$ cat src/rtl/uart_tx_pkg.sv
// Shared UART definitions: FSM state encodings, default divisor and frame levels.
// The receive path imports this package so both ends agree on the divisor.
package uart_tx_pkg;

    typedef enum logic [1:0] {
        IDLE  = 2'd0,
        START = 2'd1,
        DATA  = 2'd2,
        STOP  = 2'd3
    } tx_state_e;

    localparam int   UART_CLKS_PER_BIT = 1248;
    localparam logic START_BIT         = 1'b0;
    localparam logic STOP_BIT          = 1'b1;

endpackage

$ cat src/rtl/uart_tx_fifo.sv
// Synchronous show-ahead FIFO: dout always presents the head entry.
// A push into a full FIFO is accepted only when a pop happens on the same edge.
module uart_tx_fifo #(
    parameter int DEPTH = 4,
    parameter int WIDTH = 8
) (
    input  logic                   clk,
    input  logic                   reset,
    input  logic                   push,
    input  logic                   pop,
    input  logic [WIDTH-1:0]       din,
    output logic [WIDTH-1:0]       dout,
    output logic                   full,
    output logic                   empty,
    output logic [$clog2(DEPTH):0] count
);

    localparam int AW = $clog2(DEPTH);

    logic [WIDTH-1:0] mem_q [DEPTH];
    logic [AW-1:0]    wr_ptr_q, wr_ptr_d;
    logic [AW-1:0]    rd_ptr_q, rd_ptr_d;
    logic [AW:0]      count_q, count_d;
    logic             full_q, full_d;
    logic             empty_q, empty_d;
    logic             do_push, do_pop;

    assign do_pop  = pop & ~empty_q;
    assign do_push = push & (~full_q | do_pop);

    always_comb begin
        wr_ptr_d = wr_ptr_q;
        rd_ptr_d = rd_ptr_q;
        count_d  = count_q;
        if (do_push) wr_ptr_d = wr_ptr_q + AW'(1);
        if (do_pop)  rd_ptr_d = rd_ptr_q + AW'(1);
        case ({do_push, do_pop})
            2'b10:   count_d = count_q + (AW+1)'(1);
            2'b01:   count_d = count_q - (AW+1)'(1);
            default: count_d = count_q;
        endcase
        full_d  = (count_d == (AW+1)'(DEPTH));
        empty_d = (count_d == '0);
    end

    always_ff @(posedge clk) begin
        if (!reset) begin
            wr_ptr_q <= '0;
            rd_ptr_q <= '0;
            count_q  <= '0;
            full_q   <= 1'b0;
            empty_q  <= 1'b1;
        end else begin
            wr_ptr_q <= wr_ptr_d;
            rd_ptr_q <= rd_ptr_d;
            count_q  <= count_d;
            full_q   <= full_d;
            empty_q  <= empty_d;
        end
    end

    // Storage holds no control state, so it is left out of reset.
    always_ff @(posedge clk) begin
        if (do_push) mem_q[wr_ptr_q] <= din;
    end

    assign dout  = mem_q[rd_ptr_q];
    assign full  = full_q;
    assign empty = empty_q;
    assign count = count_q;

endmodule

$ cat src/rtl/uart_tx.sv
// 8N1 UART transmitter: bytes queue in a small FIFO and are shifted out LSB-first.
// Back-to-back frames run with no idle gap when the FIFO still holds data at STOP end.
import uart_tx_pkg::*;

module uart_tx #(
    parameter int CLKS_PER_BIT = UART_CLKS_PER_BIT,
    parameter int FIFO_DEPTH   = 4,
    parameter int DATA_BITS    = 8
) (
    input  logic                 clk,
    input  logic                 reset,
    input  logic [DATA_BITS-1:0] tx_data,
    input  logic                 tx_push,
    output logic                 tx_full,
    output logic                 tx_empty,
    output logic                 tx_busy,
    output logic                 tx_overflow,
    output logic                 tx_bit
);

    localparam int CW = $clog2(CLKS_PER_BIT);
    localparam int IW = $clog2(DATA_BITS);

    tx_state_e            state_q, state_d;
    logic [CW-1:0]        cnt_q, cnt_d;
    logic [IW-1:0]        idx_q, idx_d;
    logic [DATA_BITS-1:0] shift_q, shift_d;
    logic                 bit_q, bit_d;
    logic                 busy_q, busy_d;
    logic                 ovf_q, ovf_d;

    logic                 pop;
    logic                 bit_done;
    logic                 fifo_avail;
    logic [DATA_BITS-1:0] fifo_dout;
    logic                 fifo_full;
    logic                 fifo_empty;
    logic [$clog2(FIFO_DEPTH):0] fifo_count;

    uart_tx_fifo #(
        .DEPTH (FIFO_DEPTH),
        .WIDTH (DATA_BITS)
    ) u_fifo (
        .clk   (clk),
        .reset (reset),
        .push  (tx_push),
        .pop   (pop),
        .din   (tx_data),
        .dout  (fifo_dout),
        .full  (fifo_full),
        .empty (fifo_empty),
        .count (fifo_count)
    );

    assign fifo_avail = |fifo_count;
    assign bit_done   = (cnt_q == CW'(CLKS_PER_BIT - 1));

    always_ff @(posedge clk) begin
        if (!reset) begin
            state_q <= IDLE;
            cnt_q   <= '0;
            idx_q   <= '0;
            bit_q   <= STOP_BIT;
            busy_q  <= 1'b0;
            ovf_q   <= 1'b0;
        end else begin
            state_q <= state_d;
            cnt_q   <= cnt_d;
            idx_q   <= idx_d;
            bit_q   <= bit_d;
            busy_q  <= busy_d;
            ovf_q   <= ovf_d;
        end
    end

    always_ff @(posedge clk) begin
        shift_q <= shift_d;
    end

    always_comb begin
        state_d = state_q;
        cnt_d   = cnt_q + CW'(1);
        idx_d   = idx_q;
        shift_d = shift_q;
        pop     = 1'b0;
        case (state_q)
            IDLE: begin
                cnt_d = '0;
                if (fifo_avail) begin
                    pop     = 1'b1;
                    shift_d = fifo_dout;
                    state_d = START;
                end
            end
            START: begin
                if (bit_done) begin
                    cnt_d   = '0;
                    idx_d   = '0;
                    state_d = DATA;
                end
            end
            DATA: begin
                if (bit_done) begin
                    cnt_d   = '0;
                    shift_d = shift_q >> 1;
                    idx_d   = idx_q + IW'(1);
                    if (idx_q == IW'(DATA_BITS - 1)) state_d = STOP;
                end
            end
            STOP: begin
                if (bit_done) begin
                    cnt_d = '0;
                    // Chain straight into the next start bit when data is waiting.
                    if (fifo_avail) begin
                        pop     = 1'b1;
                        shift_d = fifo_dout;
                        state_d = START;
                    end else begin
                        state_d = IDLE;
                    end
                end
            end
            default: state_d = IDLE;
        endcase
    end

    always_comb begin
        case (state_d)
            START:   bit_d = START_BIT;
            DATA:    bit_d = shift_d[0];
            default: bit_d = STOP_BIT;
        endcase
        busy_d = (state_d != IDLE);
        ovf_d  = ovf_q | (tx_push & fifo_full & ~pop);
    end

    assign tx_full     = fifo_full;
    assign tx_empty    = fifo_empty;
    assign tx_busy     = busy_q;
    assign tx_overflow = ovf_q;
    assign tx_bit      = bit_q;

endmodule

$ cat config.mk
export PLATFORM = sky130hd
export DESIGN_NAME = uart_tx
export DESIGN_NICKNAME = d
export VERILOG_FILES = /design/src/rtl/uart_tx_pkg.sv /design/src/rtl/uart_tx_fifo.sv /design/src/rtl/uart_tx.sv
export SDC_FILE = /design/constraint.sdc
export NUM_CORES = 1
export LEC_CHECK = 0
export CELL_PAD_IN_SITES_DETAIL_PLACEMENT = 1
export CELL_PAD_IN_SITES_GLOBAL_PLACEMENT = 2
export CORE_UTILIZATION = 25
export DETAILED_ROUTE_END_ITERATION = 7
export PLACE_DENSITY_LB_ADDON = 0.1
export SKIP_CTS_REPAIR_TIMING = 1
export SYNTH_ARGS = -nofsm -noshare
export SYNTH_HDL_FRONTEND = slang
export SYNTH_SLANG_ARGS = --single-unit
$ cat constraint.sdc
create_clock -name clk -period 8.05 [get_ports clk]
set_input_delay 1.61 -clock clk [delete_from_list [all_inputs] [get_ports clk]]
set_output_delay 1.61 -clock clk [all_outputs]
set_load 0.01 [all_outputs]
# After elaboration in Yosys (flattened, before gate mapping)
# Memories as Yosys holds them, arrays and structs flattened. A register that Yosys moved wholly into a read port is not among the register bits.
# Cells that the tools add are included.
[word_totals]
word_cells = 76
mem_bits_rw = 32
n_memories = 1
register_bits = 36
[mem_list]
columns = ["memory", "depth", "width", "rd", "rd_clocked_by_memory_dff", "wr", "line", "source"]
rows = [
  ["u_fifo.mem_q", 4, 8, 1, 1, 1, "uart_tx_fifo.sv:20", "logic [WIDTH-1:0] mem_q [DEPTH];"],
]
[op_classes]
n_reduce_logical = 9
n_bitwise = 9
mux = 25
n_addsub = 6
n_eq_ne = 13
[ops]
columns = ["op", "count"]
rows = [
  ["2-to-1 mux 8 bit", 3],
  ["case mux 8 bit (3 select lines)", 1],
  ["case mux 11 bit (2 select lines)", 1],
  ["2-to-1 mux 2 bit", 7],
  ["case mux 3 bit (2 select lines)", 2],
  ["adder 11 x 1 -> 11 bit (second input constant)", 1],
  ["== test 11 bit (second input constant)", 1],
  ["2-to-1 mux 11 bit", 1],
  ["== test 2 bit (second input constant)", 4],
  ["case mux 2 bit (4 select lines)", 1],
  ["adder 3 x 1 -> 3 bit (second input constant)", 2],
  ["== test 2 x 1 -> 1 bit (second input constant)", 3],
  ["== test 3 bit (second input constant)", 2],
  ["2-to-1 mux 3 bit", 2],
  ["inequality test 2 bit (second input constant)", 3],
  ["AND reduction 3 bit", 2],
  ["OR reduction 3 bit", 2],
  ["2-to-1 mux 1 bit", 5],
  ["adder 2 x 1 -> 2 bit (second input constant)", 2],
  ["bitwise AND 1 bit", 4],
  ["case mux 1 bit (2 select lines)", 2],
  ["nonzero test 2 bit", 2],
  ["logical NOT 3 bit", 1],
  ["inverter 1 bit", 3],
  ["other kinds (4)", 5],
]

# Logic depth before layout (Yosys ltp)
[depth]
ltp_word = 10
mapped_depth = 13

# Cells and area by module
# Synthesis repeated with hierarchy kept, for this count alone.
[hier_totals]
cells_unflattened = 250
area_unflattened_um2 = 3163.0
[modules_own_cells]
columns = ["mod", "area_per_inst_um2", "cells_per_inst", "seq_area_each_um2", "instances"]
rows = [
  ["uart_tx_fifo", 1707.9, 99, 1181.1, 1],
  ["uart_tx", 1455.1, 151, 610.6, 1],
]

# Least setup slack after synthesis
# OpenSTA, ideal clock, no wires.
[synth_timing]
path_type = "input-to-reg"
from = "input port tx_push"
to = "register u_fifo.full_q (netlist: u_fifo.full)"
setup_ps = 65
n_path_buf = 0
arrival_time_ps = 3377
path_stages = 11
path_slack_ps = 4607
t_required_ps = 7985
cell_sequence = "inv_1 -> or3_1 -> o22ai_2 -> inv_1 -> ha_1 -> inv_1 -> fa_1 -> xor2_1 -> or3_1 -> a21boi_0 -> nor2b_1"
[synth_between]
elab_chain_cells = 4
elab_cells_between_ends = 5
cone_classes = "eq/ne (3); mux (1); bitwise (1)"
[synth_rtl]
columns = ["element", "line", "source"]
rows = [
  ["start: declaration", "uart_tx.sv:13", "input logic tx_push,"],
  ["bitwise AND 1 bit (*)", "uart_tx_fifo.sv:29", "assign do_push = push & (~full_q | do_pop);"],
  ["== test 2 x 1 -> 1 bit / == test 2 bit (equally long branches)", "uart_tx_fifo.sv:37", "case ({do_push, do_pop})"],
  ["case mux 3 bit (2 select lines) (*)", "uart_tx_fifo.sv:37", ""],
  ["== test 3 bit (*)", "uart_tx_fifo.sv:42", "full_d = (count_d == (AW+1)'(DEPTH));"],
  ["end signal: assignment", "uart_tx_fifo.sv:57", "full_q <= full_d;"],
  ["end: declaration", "uart_tx_fifo.sv:24", "logic full_q, full_d;"],
]
# Every way passes the cells marked *; elsewhere a longest branch is shown, timed or not.
# A chain may end at the register's enable or synchronous reset.

# Final worst setup path
# Ends and elaborated chain as after synthesis.

==> results.md <==
- Clock net sink count: 70
- Slew margin rel.: 0.658
- Hold crit path type: flip-flop to flip-flop
- Number of DRC markers in iteration 0: 75
- CP cell instances: clkdlybuf4s50_1 -> inv_1 -> or3_1 -> o22ai_2 -> inv_1 -> ha_1 -> inv_1 -> fa_1 -> xor2_1 -> or3_1 -> a21boi_0 -> nor2b_1
- CP Class: input pin to flip-flop
- Synth async-reset ratio: 0
- Dpl cell area: 3530 sq um
- Switch share: 0.316
- Slew @ Worst Pin: 0.511 ns
- WL/cell: 14.9 microns
- Status: finished clean
- Pwr dens: 313 nW/um^2
- Syn nets: 284
- IO Pins: 16
- Pint: 0.000816 W
- Grt ovf: 0
- Post-synthesis sequential element count: 70
- Post-route clock period utilization: 0.472
- Crit path largest cell delay: 0.48 ns
- Critical-path maximum fanout: 7
- Antenna-violating nets left: 0
- CTS Buf Count: 9
- Synth unique cells: 51
- DR DRC count: 0
- Max Slew Vio Count: 0
- Logic pwr share: 0.253
- Clk slew on worst S/H paths: 0.06 ns
- Total GRT Usage: 0.117
- First-pass GRT wire length: 11.2 mm
- Final instance area: 3810 sq um
- CP delay by family, top: simple AND/OR/NAND/NOR gates
- Worst setup SP type: input pin
- Max-Cap Viols: 0
- Initial DRT Pass Iterations: 4
- Fraction of layout cells with a size suffix above 1: 0.107
- Pleak: 1.33 nW
- Nature of the critical path endpoint: flip-flop
- CP Data Arrival Time: 4.08 ns
- Peak VDD IR: 134 uV
- CTS Buffer Depth: 2
- Port bufs: 15
- CP dominant cell by count: inv_1
- Gate Count Post-Synth: 259
- Fin. Hold Viols: 0
- Filler Cells Inserted: 1,361
- H-tree depth: 3
- Worst Path Buf+Inv: 4
- Final setup fails: 0
- Synth warn: 0
- RSZ-0062 raised after global routing: false
- Die extent in y: 115 microns
- Vias in the first global route: 2,057
- Layout Skew: 0.00623 ns
- Total Wirelength: 6.74 mm
- DP HPWL: 4.61 mm
- Min Clock Period, post-route: 3.80 ns
- Vias/cell: 4.40
- DR vias: 1,991
- Net count, final: 301
- Slowest-stage cell, CP: clkdlybuf4s50_1
- Fmax: 263 MHz
- Avg Cell Area, Syn: 12.4 sq um
- Clock power share: 0.325
- Initial antenna violation count: 0
- Clk root buf: clkbuf_16
- Area Growth Syn to Fin: 18.7%
- Commonest register cell after synthesis: edfxtp_1
- Diodes inserted: 0
- Die area: 13,300 sq um
- EDFF count, synth: 39
- Routability cong.: 0.655
- Setup TNS: 0 ns
- Largest net degree at the start of global routing: 20
- Row count: 41
- Starting Density: 0.256
- CORE AREA: 12,600 sq um
- Seq/Total Area, Yosys: 0.557
- Sequential share of power: 0.422
- Clock latency on the worst-skew pair: 0.34 ns
- Synthesized cell area: 3210 sq um
- Die Wd: 115 microns
- CP required: 8.33 ns
- P_sw: 0.000377 W
- CTS tree: yes
[path summary, 6_finish.rpt]
kind	slack, ns	start	endpoint	depth (start not counted)
max reg2reg	4.85	cnt_q[0]	u_fifo.full	11
min	0.47	tx_overflow	tx_overflow	1
max	4.25	tx_push	u_fifo.full	12
min reg2reg	0.47	tx_overflow	tx_overflow	1
[power by group through the flow]
stage	sequential (W)	clock [W]	combinational, W
floorplan	0.000490	0	0.000247
global placement	0.000513	0	0.000312
detailed placement	0.000514	0	0.000313
CTS	0.000507	0.000403	0.000314
global route	0.000514	0.000417	0.000343
finish	0.000504	0.000387	0.000302
[flip-flops by register name, summed over array words and instances, names as in the netlist, 2 cells and up, named ones only]
register         cells
u_fifo.mem_q        32
idx_q                3
cnt_q               11
state_q              2
u_fifo.count         3
u_fifo.rd_ptr_q      2
u_fifo.wr_ptr_q      2
shift_q              8
[Yosys cell counts (all sizes together), types with 4 or more instances]
cell type  instances  area [sq um]
ha                13           163
a21oi              8          40.0
dfxtp             31           621
nand3              7          40.0
nand2             17          63.8
mux2i              8          80.1
and2              10          62.6
xor2               7          61.3
clkbuf             7          27.5
nor2              15          56.3
or3                5          31.3
mux4               8           195
a21boi             4          30.0
nor3               4          30.0
o31a               5          45.0
xnor2              4          35.0
nand2b             4          25.0
edfxtp            39          1170
inv               13          48.8
o21ai             16          80.1
buf                4          41.3
[area by class of cell]
type | count | area, sq um | share of cell area
Multi-Input combinational cell | 165 | 1310 | 0.342
Clock buffer | 9 | 225 | 0.0590
Sequential cell | 70 | 1790 | 0.470
Clock inverter | 7 | 63.8 | 0.0167
Tap cell | 172 | 215 | 0.0564
Inverter | 13 | 48.8 | 0.0128
Timing Repair Buffer | 17 | 165 | 0.0433
[metrics by stage]
stage	worst slack [ns]	hold WS, ns	std cells	util	total power [W]
after floorplan	4.61	0.430	259	-	0.000737
after global placement	3.94	0.445	437	0.281	0.000825
after detailed placement	3.87	0.454	437	0.281	0.000826
after CTS	4.23	0.473	453	0.304	0.00122
after global routing	4.01	0.497	453	0.304	0.00127
final	4.25	0.472	453	0.304	0.00119
[cells by family after synthesis]
family	share of synthesized area
buffers and inverters	0.0366
muxes	0.0856
xor gates and xnor gates	0.0300
AOI/OAI and AO/OA	0.0989
adders and majority gates	0.0568
DFF	0.557
and+or+nand+nor	0.135
[cells in the final DEF, fill, tap and decap left out, types with 2 or more instances in the layout]
cell type,n
nand4_1,3
dfxtp_1,31
or3_1,5
mux4_2,4
nor4_1,2
xor2_1,7
o21a_1,2
mux4_1,4
nor2_1,15
inv_8,2
o21ai_0,10
buf_4,2
a21boi_0,4
ha_1,13
nand2b_1,4
and2_1,10
xnor2_1,4
clkbuf_16,9
clkdlybuf4s50_1,15
o31a_1,4
a21oi_1,8
edfxtp_1,39
mux2i_1,8
nand3_1,6
inv_6,2
nor3_2,2
o21ai_1,6
nor3_1,2
inv_1,13
nand2_1,17
nor2b_1,2
a31oi_1,3
clkinvlp_4,2
[per-layer routing]
metal | routed length, microns | global-route usage
met3 | 165 | 0.0300
met2 | 3260 | 0.189
met1 | 3160 | 0.139
met4 | 156 | 0.0727
met5 | 0 | 0
(Power assumes the default switching activity.)
